--- config.mk ---
export PLATFORM = sky130hd
export DESIGN_NAME = morse_tx_controller
export DESIGN_NICKNAME = d
export VERILOG_FILES = /design/src/rtl/morse_tx_controller.sv
export SDC_FILE = /design/constraint.sdc
export NUM_CORES = 1
export LEC_CHECK = 0
export ABC_AREA = 1
export BUFFER_PORTS_ARGS = -buffer_cell sky130_fd_sc_hd__buf_2
export CAP_MARGIN = 10
export CORE_ASPECT_RATIO = 0.75
export CORE_UTILIZATION = 65
export DETAILED_ROUTE_END_ITERATION = 16
export PLACE_DENSITY = 0.93
export SYNTH_ARGS = -nofsm -noshare
export SYNTH_HDL_FRONTEND = slang
export SYNTH_SLANG_ARGS = --single-unit
--- constraint.sdc ---
create_clock -name ClockIn -period 4 [get_ports ClockIn]
set_input_delay 0.2 -clock ClockIn [delete_from_list [all_inputs] [get_ports ClockIn]]
set_output_delay 0.2 -clock ClockIn [all_outputs]
set_load 0.01 [all_outputs]
--- src/rtl/morse_tx_controller.sv ---
// Morse letter transmitter (A..H): accepts one letter per req/ack handshake, then emits its
// dot/dash pattern MSB-first at one bit per unit, followed by a fixed inter-letter gap.
module morse_tx_controller #(
  parameter int unsigned TICK_DIV  = 250,
  parameter int unsigned GAP_UNITS = 3,
  parameter int unsigned CNT_W     = 10
) (
  input  logic       ClockIn,
  input  logic       Reset,
  input  logic       Req,
  input  logic [2:0] Letter,
  input  logic       Abort,
  output logic       Ack,
  output logic       Busy,
  output logic       Done,
  output logic       DotDashOut
);

  localparam int unsigned GapW = (GAP_UNITS > 1) ? $clog2(GAP_UNITS) : 1;
  localparam logic [CNT_W-1:0] TickReload = CNT_W'(TICK_DIV - 1);
  localparam logic [GapW-1:0]  GapReload  = GapW'(GAP_UNITS - 1);

  typedef enum logic [1:0] {StIdle, StSend, StGap} state_e;

  state_e           state_q, state_d;
  logic [11:0]      shift_q, shift_d;
  logic [3:0]       bitcnt_q, bitcnt_d;
  logic [CNT_W-1:0] tick_q, tick_d;
  logic [GapW-1:0]  gap_q, gap_d;
  logic             ack_q, ack_d;
  logic             busy_q, busy_d;
  logic             done_q, done_d;

  logic [11:0] rom_pat;
  logic [3:0]  rom_len;
  logic        tick;

  // Patterns are left-justified so the shift register MSB is always the bit on air.
  always_comb begin
    rom_pat = 12'b0;
    rom_len = 4'd1;
    unique case (Letter)
      3'd0: begin rom_pat = 12'b101110000000; rom_len = 4'd5;  end
      3'd1: begin rom_pat = 12'b111010101000; rom_len = 4'd9;  end
      3'd2: begin rom_pat = 12'b111010111010; rom_len = 4'd11; end
      3'd3: begin rom_pat = 12'b111010100000; rom_len = 4'd7;  end
      3'd4: begin rom_pat = 12'b100000000000; rom_len = 4'd1;  end
      3'd5: begin rom_pat = 12'b101011101000; rom_len = 4'd9;  end
      3'd6: begin rom_pat = 12'b111011101000; rom_len = 4'd9;  end
      3'd7: begin rom_pat = 12'b101010100000; rom_len = 4'd7;  end
    endcase
  end

  assign tick = (tick_q == '0);

  always_comb begin
    state_d  = state_q;
    shift_d  = shift_q;
    bitcnt_d = bitcnt_q;
    tick_d   = tick_q;
    gap_d    = gap_q;
    ack_d    = 1'b0;
    busy_d   = busy_q;
    done_d   = 1'b0;

    unique case (state_q)
      StIdle: begin
        if (Req) begin
          state_d  = StSend;
          shift_d  = rom_pat;
          bitcnt_d = rom_len - 4'd1;
          tick_d   = TickReload;
          ack_d    = 1'b1;
          busy_d   = 1'b1;
        end
      end
      StSend: begin
        tick_d = tick ? TickReload : tick_q - CNT_W'(1);
        if (tick) begin
          if (bitcnt_q != 4'd0) begin
            shift_d  = {shift_q[10:0], 1'b0};
            bitcnt_d = bitcnt_q - 4'd1;
          end else begin
            state_d = StGap;
            gap_d   = GapReload;
            shift_d = '0;
          end
        end
      end
      StGap: begin
        tick_d = tick ? TickReload : tick_q - CNT_W'(1);
        if (tick) begin
          if (gap_q != '0) begin
            gap_d = gap_q - GapW'(1);
          end else begin
            state_d = StIdle;
            busy_d  = 1'b0;
            done_d  = 1'b1;
          end
        end
      end
      default: state_d = StIdle;
    endcase

    // Abort only cancels an active letter; in idle a simultaneous Req still wins.
    if (Abort && (state_q != StIdle)) begin
      state_d = StIdle;
      shift_d = '0;
      busy_d  = 1'b0;
      done_d  = 1'b0;
    end
  end

  always_ff @(posedge ClockIn or posedge Reset) begin
    if (Reset) begin
      state_q  <= StIdle;
      shift_q  <= '0;
      bitcnt_q <= '0;
      tick_q   <= '0;
      gap_q    <= '0;
      ack_q    <= 1'b0;
      busy_q   <= 1'b0;
      done_q   <= 1'b0;
    end else begin
      state_q  <= state_d;
      shift_q  <= shift_d;
      bitcnt_q <= bitcnt_d;
      tick_q   <= tick_d;
      gap_q    <= gap_d;
      ack_q    <= ack_d;
      busy_q   <= busy_d;
      done_q   <= done_d;
    end
  end

  assign Ack        = ack_q;
  assign Busy       = busy_q;
  assign Done       = done_q;
  assign DotDashOut = shift_q[11];

endmodule

==> metrics.txt, run 1 <==
routability cong.=0.9383; wire length per cell after detailed routing=13.12 um; clock root buffer=clkbuf_8; number of gates resized after CTS=0; mean number of vias per cell=5.590; final setup violation count=0; Tmin final=2.071 ns; slack of the worst reg-to-reg path=1.93 ns; failing checks=negative hold slack; Top-Level Pins=11; Net Count, Synth=295; Layout Skew=0.005846 ns; share of the clock period used by the worst path after layout=51.78%; P&R area growth vs syn=6.291%; worst-case headroom to the max-slew limit=58.79%; Final Slew Violations=0; worst hold slack=-0.01218 ns; maximum net fanout on the critical path=12; total power divided by cell area=731.1 mW/mm2; Pre-antenna DRT Iters=4; number of global-route vias before repair=1718; instance count on the critical path=9; Die Footprint=0.003477 mm2; sum of negative setup slack=0 ns; worst path bufs/invs=4; Gate Count Post-Synth=278; overall die height=51.32 um; Post-Route Utilization=74.19%; sequence of cells on the critical path=inv_1 -> ha_1 -> inv_1 -> o21ai_2 -> inv_2 -> nor2_2 -> inv_1 -> o21ai_2 -> nand3_1; outcome=complete, but fails checks; level count of the clock H-tree=2; layout filler cell count=235; CP peak stage delay=0.43 ns; cell type of the slowest stage on the worst timing path=o21ai_2; sink count of the clock tree=32; worst hold path type=in2async; area used by multi-input combinational logic=0.001087 mm2; maximum resistive drop on vdd=0.5200 mV; total gr overflow=0; flip-flop and latch area=800.8 um2; endpoint arrival time on the critical path=2.24 ns; count of nets after finishing=306; share of layout cells above drive strength 1=16.61%; TritonCTS Buffers=5; count of unresolved DRC violations after routing=0; number of buffers on the longest clock path=2; clock tree from TritonCTS=built; post-synth top area share=37.98%; leak pwr=1.153 nW; Post-Syn Area=0.002108 mm2; final hold violation count=32; worst endpoint required time=4.17 ns; maximum number of pins on one net before global-route repair=33; critical path capture point type=register; hold buffer count at cts=0; setup repair after global routing missed its margin=false; total inserted antenna cells=0; clk slew on worst S/H paths=0.07 ns; post-synth cell types=28; Peak Freq=0.4828 GHz; area of the core=0.003020 mm2; transition time at the pin with the least slew margin=0.6182 ns; post-synthesis sequential element count=32; post-synth top area cell=dfrtp_1; maxcap violations=0; via count=1828; total number of yosys warnings=0; post-synthesis average cell area=7.584 um2; number of antenna violations at the first check in global routing=0; chip width=67.76 um; total length of routed wires=4290 um; classification of the worst setup path=reg2reg; Starting Density=69.80%; postcts setup bufs=0; part of the Yosys area used for sequential elements=37.98%; Clk Latency, worst-skew pair=0.29 ns; first-pass GRT wire length=7424 um; largest cells by area after synthesis=dfrtp_1 38%, nand2_1 13%, inv_1 6.4%; remaining antenna violation count=0; detailed placement HPWL=3080 um; number of buffers inserted by port buffering=10; number of cells on the worst reg-to-reg path=9; startpoint type of the worst setup path=register; most prevalent standard cell on the critical path=inv_1; detailed router's first-iteration violation count=181; std cell rows=17; cell type group with the largest total delay on the critical path=compound AO/OA/AOI/OAI gates; GRT Total Usage=29.50%
## worst min-delay path: stages
cell	delay, ns
buf_2	0.09
inv_1	0.04
buf_4	0.36
## worst paths after layout
kind,start,to
setup / recovery,state_q[0]$_DFFE_PP0P_,tick_q[7]$_DFFE_PP0P_
hold / removal,Reset,shift_q[2]$_DFFE_PP0P_
setup reg to reg,state_q[0]$_DFFE_PP0P_,tick_q[7]$_DFFE_PP0P_
hold reg to reg,shift_q[1]$_DFFE_PP0P_,shift_q[1]$_DFFE_PP0P_
max in group asynchronous,Reset,state_q[0]$_DFFE_PP0P_
min in group ClockIn,Req,Ack$_DFF_PP0_
## synthesized netlist by cell type (all sizes together)
library cell and instances:
a21oi 6, and2 1, and3 1, buf 7, clkinv 1, dfrtp 32, ha 10, inv 38
nand2 80, nand3 26, nand4 6, nor2 34, nor3 4, o211ai 1, o21a 1, o21ai 26
o22ai 2, xor2 2
## flip-flops by register name, summed over array words and instances, names as in the netlist
signal and count:
shift_q 11, tick_q 10, bitcnt_q 4, gap_q 2, state_q 2, Ack 1
Busy 1, Done 1
## cell usage in the layout, fill, tap and decap left out
cell	synthesis	final
a21oi_1	6	6
and2_1	1	1
and3_1	1	1
buf_2	3	10
buf_4	0	1
clkbuf_8	0	7
clkinv_4	1	1
dfrtp_1	32	32
ha_1	10	10
inv_1	36	36
inv_2	2	2
nand2_1	75	75
nand2_2	1	1
nand2_4	4	4
nand3_1	23	23
nand3_2	3	3
nand4_1	6	6
nor2_1	28	28
nor2_2	4	4
nor2_4	2	2
nor3_1	4	4
o211ai_1	1	1
o21a_1	1	1
o21ai_0	13	13
o21ai_2	12	12
o21ai_4	1	1
o22ai_1	2	2
xor2_1	2	2
## area by class of cell
class / count / area share [%]
Multi-Input combinational cell: 200 / 48.52
Timing Repair Buffer: 11 / 2.568
Clock buffer: 7 / 4.299
Sequential cell: 32 / 35.73
Tap cell: 38 / 2.122
Inverter: 39 / 6.756
## layer usage
layer,vias to the layer above,GRT usage [%],routed length [um]
li1,902,-,-
met1,855,38.98,2087
met2,63,45.05,1878
met3,8,7.143,249
met4,0,13.83,74
met5,-,0,0
## where the power goes
part / internal, W / switching [W] / total (W) / leakage [nW]
combinational: 0.000282 / 0.000583 / 0.000865 / 0.705
clock: 0.000153 / 0.000117 / 0.000270 / 0.0503
sequential: 0.000430 / 0.0000730 / 0.000503 / 0.397
total: 0.000865 / 0.000773 / 0.00164 / 1.15
## cell families after synthesis
| logic type | after synthesis | synth area share (%) |
|---|---|---|
| flip-flops | 32 | 37.98 |
| adder cells (fa/ha/maj) | 10 | 5.935 |
| AO/OA/AOI/OAI | 36 | 11.57 |
| XOR/XNOR | 2 | 0.8310 |
| buffers and inverters | 46 | 10.45 |
| AND/OR/NAND/NOR | 152 | 33.23 |
## per-stage QoR
stage	setup WS [ns]	power, W	std cells	instance area, um2	hold WS, ns
floorplan	2.443	0.001250	278	2108	0.3162
global placement	2.071	0.001318	320	2145	0.3043
detailed placement	1.959	0.001356	320	2145	0.3065
CTS	1.939	0.001633	327	2241	0.003478
global route	1.761	0.001770	327	2241	0.03674
finish	1.929	0.001638	327	2241	-0.01218
(Power assumes the default switching activity.)
==> inputs of run 2 (changes only) <==
CORE_UTILIZATION = 55   (was 65)
PLACE_DENSITY = 0.85   (was 0.93)
clock period = 1.7 ns   (was 4 ns; I/O delays follow)
==> run 2 against run 1 <==
Against the previous run: the flow now finishes without violations; largest cell class unchanged; register-to-register slack lost 1.8 ns; clock skew is essentially flat; non-clock buffer count grew 18; utilization shrank 5.3 points; via count grew 3.2%; cell area grew 13%.
==> metrics.txt, run 2 (same netlist as run 1, synthesis figures left out) <==
P&R area growth vs syn=19.70%; chip width=73.49 um; share of the clock period used by the worst path after layout=95.36%; Top-Level Pins=11; classification of the worst setup path=reg2reg; worst-case headroom to the max-slew limit=72.32%; Layout Skew=0.006131 ns; setup repair after global routing missed its margin=true; Clk Latency, worst-skew pair=0.29 ns; largest register by flop count=shift_q; clock root buffer=clkbuf_8; sequence of cells on the critical path=inv_1 -> buf_4 -> ha_1 -> nand2_1 -> inv_1 -> o21ai_4 -> nand3_2 -> nand2_1 -> nand2_1; cell type of the slowest stage on the worst timing path=dfrtp_1; CP peak stage delay=0.37 ns; area of the core=0.003661 mm2; number of buffers on the longest clock path=2; sink count of the clock tree=32; Die Footprint=0.004088 mm2; cell type group with the largest total delay on the critical path=simple AND/OR/NAND/NOR gates; final hold violation count=0; maximum net fanout on the critical path=5; total length of routed wires=4668 um; leading cell type in the layout, fill and taps excluded=nand2_1; share of layout cells above drive strength 1=25.32%; Starting Density=57.59%; total placed instance area=0.002272 mm2; count of unresolved DRC violations after routing=0; total power divided by cell area=1769 mW/mm2; maximum number of pins on one net before global-route repair=33; flip-flop and latch area=800.8 um2; startpoint of the lowest-slack hold path=Req; Worst Hold Path EP=Ack$_DFF_PP0_; clock tree from TritonCTS=built; worst path bufs/invs=3; first-pass GRT wire length=7928 um; overall die height=55.62 um; level count of the clock H-tree=2; number of global-route vias before repair=1795; maxcap violations=0; most prevalent standard cell on the critical path=nand2_1; Pre-antenna DRT Iters=4; number of cells on the worst reg-to-reg path=9; final setup violation count=0; via count=1887; critical path capture point type=register; transition time at the pin with the least slew margin=0.4152 ns; std cell rows=19; Post-Route Utilization=68.93%; worst reg2reg path endpoint=state_q[1]$_DFFE_PP0P_; count of nets after finishing=324; mean number of vias per cell=5.242; TritonCTS Buffers=5; final standard cell area without fillers=0.002524 mm2; R2R Path Start=state_q[0]$_DFFE_PP0P_; instance count on the critical path=9; outcome=complete, no violations; GRT Total Usage=25.75%; number of buffers inserted by port buffering=10; Tmin final=1.621 ns; number of flip-flops in the largest register=11; Peak Freq=0.6169 GHz; clk slew on worst S/H paths=0.07 ns; leak pwr=1.270 nW; number of antenna violations at the first check in global routing=0; hold-critical path depth=3; startpoint type of the worst setup path=register; layout filler cell count=295; biggest regs=shift_q x11, tick_q x10, bitcnt_q x4; maximum resistive drop on vdd=1.166 mV; worst endpoint required time=1.88 ns; detailed placement HPWL=3333 um; endpoint arrival time on the critical path=1.80 ns; Final Slew Violations=0; worst hold path type=in2reg; detailed router's first-iteration violation count=125; wire length per cell after detailed routing=12.97 um; total gr overflow=0; remaining antenna violation count=0; highest-count cells in the layout ignoring fill and taps=70 x nand2_1, 34 x inv_1, 32 x dfrtp_1, 26 x nor2_1, 23 x nand3_1; area used by multi-input combinational logic=0.001161 mm2; final total power=0.004465 W; slack of the worst reg-to-reg path=0.08 ns; total inserted antenna cells=0; routability cong.=0.9915
[run 2: cell type report]
cell class / instances / area share [%]
clock buffer: 7 / 3.818
inverter: 39 / 5.999
timing repair buffer: 29 / 8.676
multi-input combinational: 200 / 46.01
clock inverter: 1 / 1.190
tap: 52 / 2.578
sequential: 32 / 31.73
[run 2: per-layer routing]
metal	GRT usage (%)	wire length, um	vias to the layer above
met3	5.797	249	12
met2	38.66	2152	55
met5	0	0	-
li1	-	-	943
met1	35.88	2167	877
met4	10.71	99	0
[run 2: worst min-delay path, stage by stage]
cell     delay [ns]
buf_2          0.12
nand2_1        0.09
inv_1          0.07
[run 2: worst max-delay path by stage]
stage,start,endpoint
floorplan,state_q[0]$_DFFE_PP0P_,tick_q[7]$_DFFE_PP0P_
global placement,state_q[1]$_DFFE_PP0P_,bitcnt_q[2]$_DFFE_PP0P_
detailed placement,bitcnt_q[0]$_DFFE_PP0P_,gap_q[1]$_DFFE_PP0P_
CTS,tick_q[1]$_DFFE_PP0P_,tick_q[8]$_DFFE_PP0P_
global route,state_q[0]$_DFFE_PP0P_,state_q[1]$_DFFE_PP0P_
finish,state_q[0]$_DFFE_PP0P_,state_q[1]$_DFFE_PP0P_
[run 2: stage by stage]
step / hold WS (ns) / setup slack, ns / instances / TNS (ns)
2_1_floorplan: 0.2012 / 0.1427 / 278 / 0
3_3_place_gp: 0.1896 / 0.06124 / 347 / 0
3_5_place_dp: 0.1930 / 0.008765 / 347 / 0
4_1_cts: 0.08897 / 0.01896 / 356 / 0
5_1_grt: 0.1197 / -0.02593 / 360 / -0.03888
6_report: 0.1034 / 0.07895 / 360 / 0
[run 2: what timing repair did]
action	CTS	global route
gates cloned	0	0
setup endpoints to repair	1	28
resized for setup	1	22
hold buffers	1	0
setup buffers	0	4
pin swaps	0	4
hold endpoints to repair	32	0
[run 2: where the power goes]
group | switching [W] | internal (W)
clock network | 0.000298 | 0.000517
registers | 0.000165 | 0.00101
logic | 0.00152 | 0.000953
total | 0.00198 | 0.00248
==> inputs of run 3 (changes only) <==
CELL_PAD_IN_SITES_DETAIL_PLACEMENT = 1   (was not set)
CELL_PAD_IN_SITES_GLOBAL_PLACEMENT = 1   (was not set)
CORE_UTILIZATION = 41   (was 55)
PLACE_DENSITY = 0.72   (was 0.85)
SETUP_SLACK_MARGIN = 0.15   (was not set)
==> run 3 against run 2 <==
Against the previous run: the run now ends with negative setup slack left; largest power group unchanged; critical path depth is the same; clock skew up 0.0027 ns; die area is 33% higher; cell area increased by 15%.
==> metrics.txt, run 3 (same netlist as run 1, synthesis figures left out) <==
outcome=complete, but fails checks; failing checks=negative setup slack; sum of negative setup slack=-0.02246 ns; Power Internal=0.002911 W; detailed placement HPWL=4137 um; critical path capture point type=register; most prevalent standard cell on the critical path=inv_2; sequence of cells on the critical path=inv_4 -> ha_4 -> nand2_1 -> o21ai_4 -> inv_2 -> nor2_4 -> inv_2 -> o21ai_2 -> nand3_1; share of layout cells above drive strength 1=40.18%; total length of routed wires=7011 um; clk slew on worst S/H paths=0.07 ns; cell type group with the largest total delay on the critical path=flip-flops; sequential power share=22.1%; number of global-route vias before repair=1927; endpoint arrival time on the critical path=1.88 ns; worst hold path type=in2reg; mean number of vias per cell=5.286; total power divided by cell area=1898 mW/mm2; final hold violation count=0; highest-count cells in the layout ignoring fill and taps=64 x nand2_1, 31 x dfrtp_1, 27 x buf_4, 25 x inv_1, 23 x nor2_1; net switching power=0.002597 W; Peak Freq=0.5806 GHz; worst hold slack=0.1148 ns; total placed instance area=0.002307 mm2; Net Sw Frac=47.15%; count of unresolved DRC violations after routing=0; worst endpoint required time=1.86 ns; share of the clock period used by the worst path after layout=101.3%; overall die height=64.10 um; CP peak stage delay=0.44 ns; number of flip-flops in the largest register=11; maximum number of pins on one net before global-route repair=22; number of buffers inserted by port buffering=10; wire length per cell after detailed routing=17.93 um; area of the core=0.004927 mm2; detailed router's first-iteration violation count=96; Clk Latency, worst-skew pair=0.29 ns; transition time at the pin with the least slew margin=0.5349 ns; total inserted antenna cells=0; layout filler cell count=592; Starting Density=42.79%; chip width=84.80 um; sink count of the clock tree=32; final worst setup slack=-0.02246 ns; clock root buffer=clkbuf_8; classification of the worst setup path=reg2reg; number of antenna violations at the first check in global routing=0; clock tree from TritonCTS=built; Top-Level Pins=11; worst-case headroom to the max-slew limit=64.30%; first-pass GRT wire length=9749 um; biggest regs=shift_q x11, tick_q x10, bitcnt_q x4; std cell rows=22; clock share of power=13.5%; GRT Total Usage=23.40%; leak pwr=1.395 nW; final setup violation count=1; worst path bufs/invs=3; startpoint type of the worst setup path=register; Pre-antenna DRT Iters=4; total gr overflow=0; maxcap violations=0; setup repair after global routing missed its margin=true; Die Footprint=0.005436 mm2; cell type of the slowest stage on the worst timing path=dfrtp_2; Tmin final=1.722 ns; share of power burned in combinational logic=64.3%; level count of the clock H-tree=2; P&R area growth vs syn=37.69%; leading cell type in the layout, fill and taps excluded=nand2_1; largest register by flop count=shift_q; Layout Skew=0.008792 ns; TritonCTS Buffers=5; final standard cell area without fillers=0.002903 mm2; count of nets after finishing=347; remaining antenna violation count=0; via count=2067; routability cong.=0.7822; maximum resistive drop on vdd=1.087 mV; Final Slew Violations=0; maximum net fanout on the critical path=7; number of buffers on the longest clock path=2
run 3: cell types whose count changed in the layout (fill, tap and decap cells not counted), moves of 4 or more:
cell	before	now
buf_4	14	27
inv_1	34	25
nand2_2	4	11
nand2_1	70	64
inv_2	4	9
a21oi_1	6	2
a21oi_2	0	4
buf_6	3	7
ha_4	0	4
nand3_1	23	19
o21ai_0	13	9
run 3: cell type report:
type | count | area, um2 | area share, %
clock buffers | 6 | 72.57 | 2.500
clock inverters | 2 | 35.03 | 1.207
inverters | 39 | 163.9 | 5.647
multi-input cells | 203 | 1348 | 46.42
flip-flops and latches | 32 | 802.0 | 27.63
well taps | 60 | 75.07 | 2.586
repair buffers | 49 | 406.6 | 14.01
run 3: final timing paths:
path	startpoint	slack, ns	to	depth (start not counted)
setup reg to reg	state_q[0]$_DFFE_PP0P_	-0.02	tick_q[7]$_DFFE_PP0P_	9
max in group asynchronous	Reset	0.82	bitcnt_q[2]$_DFFE_PP0P_	4
setup / recovery	state_q[0]$_DFFE_PP0P_	-0.02	tick_q[7]$_DFFE_PP0P_	9
min in group asynchronous	Reset	0.37	tick_q[3]$_DFFE_PP0P_	3
hold reg to reg	shift_q[11]$_DFFE_PP0P_	0.48	shift_q[11]$_DFFE_PP0P_	2
hold / removal	Req	0.11	state_q[0]$_DFFE_PP0P_	3
run 3: tightest hold or removal path: stages:
cell     delay (ns)
buf_2          0.13
nand4_1        0.09
nand2_1        0.06
run 3: per-stage QoR:
step	total power, W	utilization (%)	worst slack [ns]	cells
after global routing	0.005896	58.91	-0.07320	391
after CTS	0.004577	51.98	0.1482	371
after floorplan	0.002977	-	0.1579	278
after global placement	0.003469	46.83	0.03660	355
after detailed placement	0.003547	46.83	-0.003361	355
final	0.005509	58.91	-0.02246	391
run 3: timing repair:
action                                 CTS  global route
gates resized for setup                 28            48
setup buffers                            7            16
setup endpoints to repair               27            28
hold buffers                             1             0
cloned                                   0             4
pin swaps                               11            22
endpoints found under the hold margin   11             0
run 3: routing by layer:
| metal | GRT usage [%] | vias to the layer above | wire length (um) | share of wire, % |
|---|---|---|---|---|
| li1 | - | 991 | - | - |
| met1 | 34.09 | 1037 | 3369 | 48 |
| met2 | 35.37 | 29 | 3294 | 47 |
| met3 | 5.943 | 10 | 277 | 4.0 |
| met4 | 4.025 | 0 | 70 | 1.0 |
| met5 | 0 | - | 0 | 0 |
run 3: power groups by stage:
stage	Combinational [W]	Clock, W	Sequential, W
after floorplan	0.00181	0	0.00117
after global placement	0.00228	0	0.00119
after detailed placement	0.00235	0	0.00120
after CTS	0.00263	0.000756	0.00119
after global routing	0.00385	0.000797	0.00124
final	0.00354	0.000746	0.00122
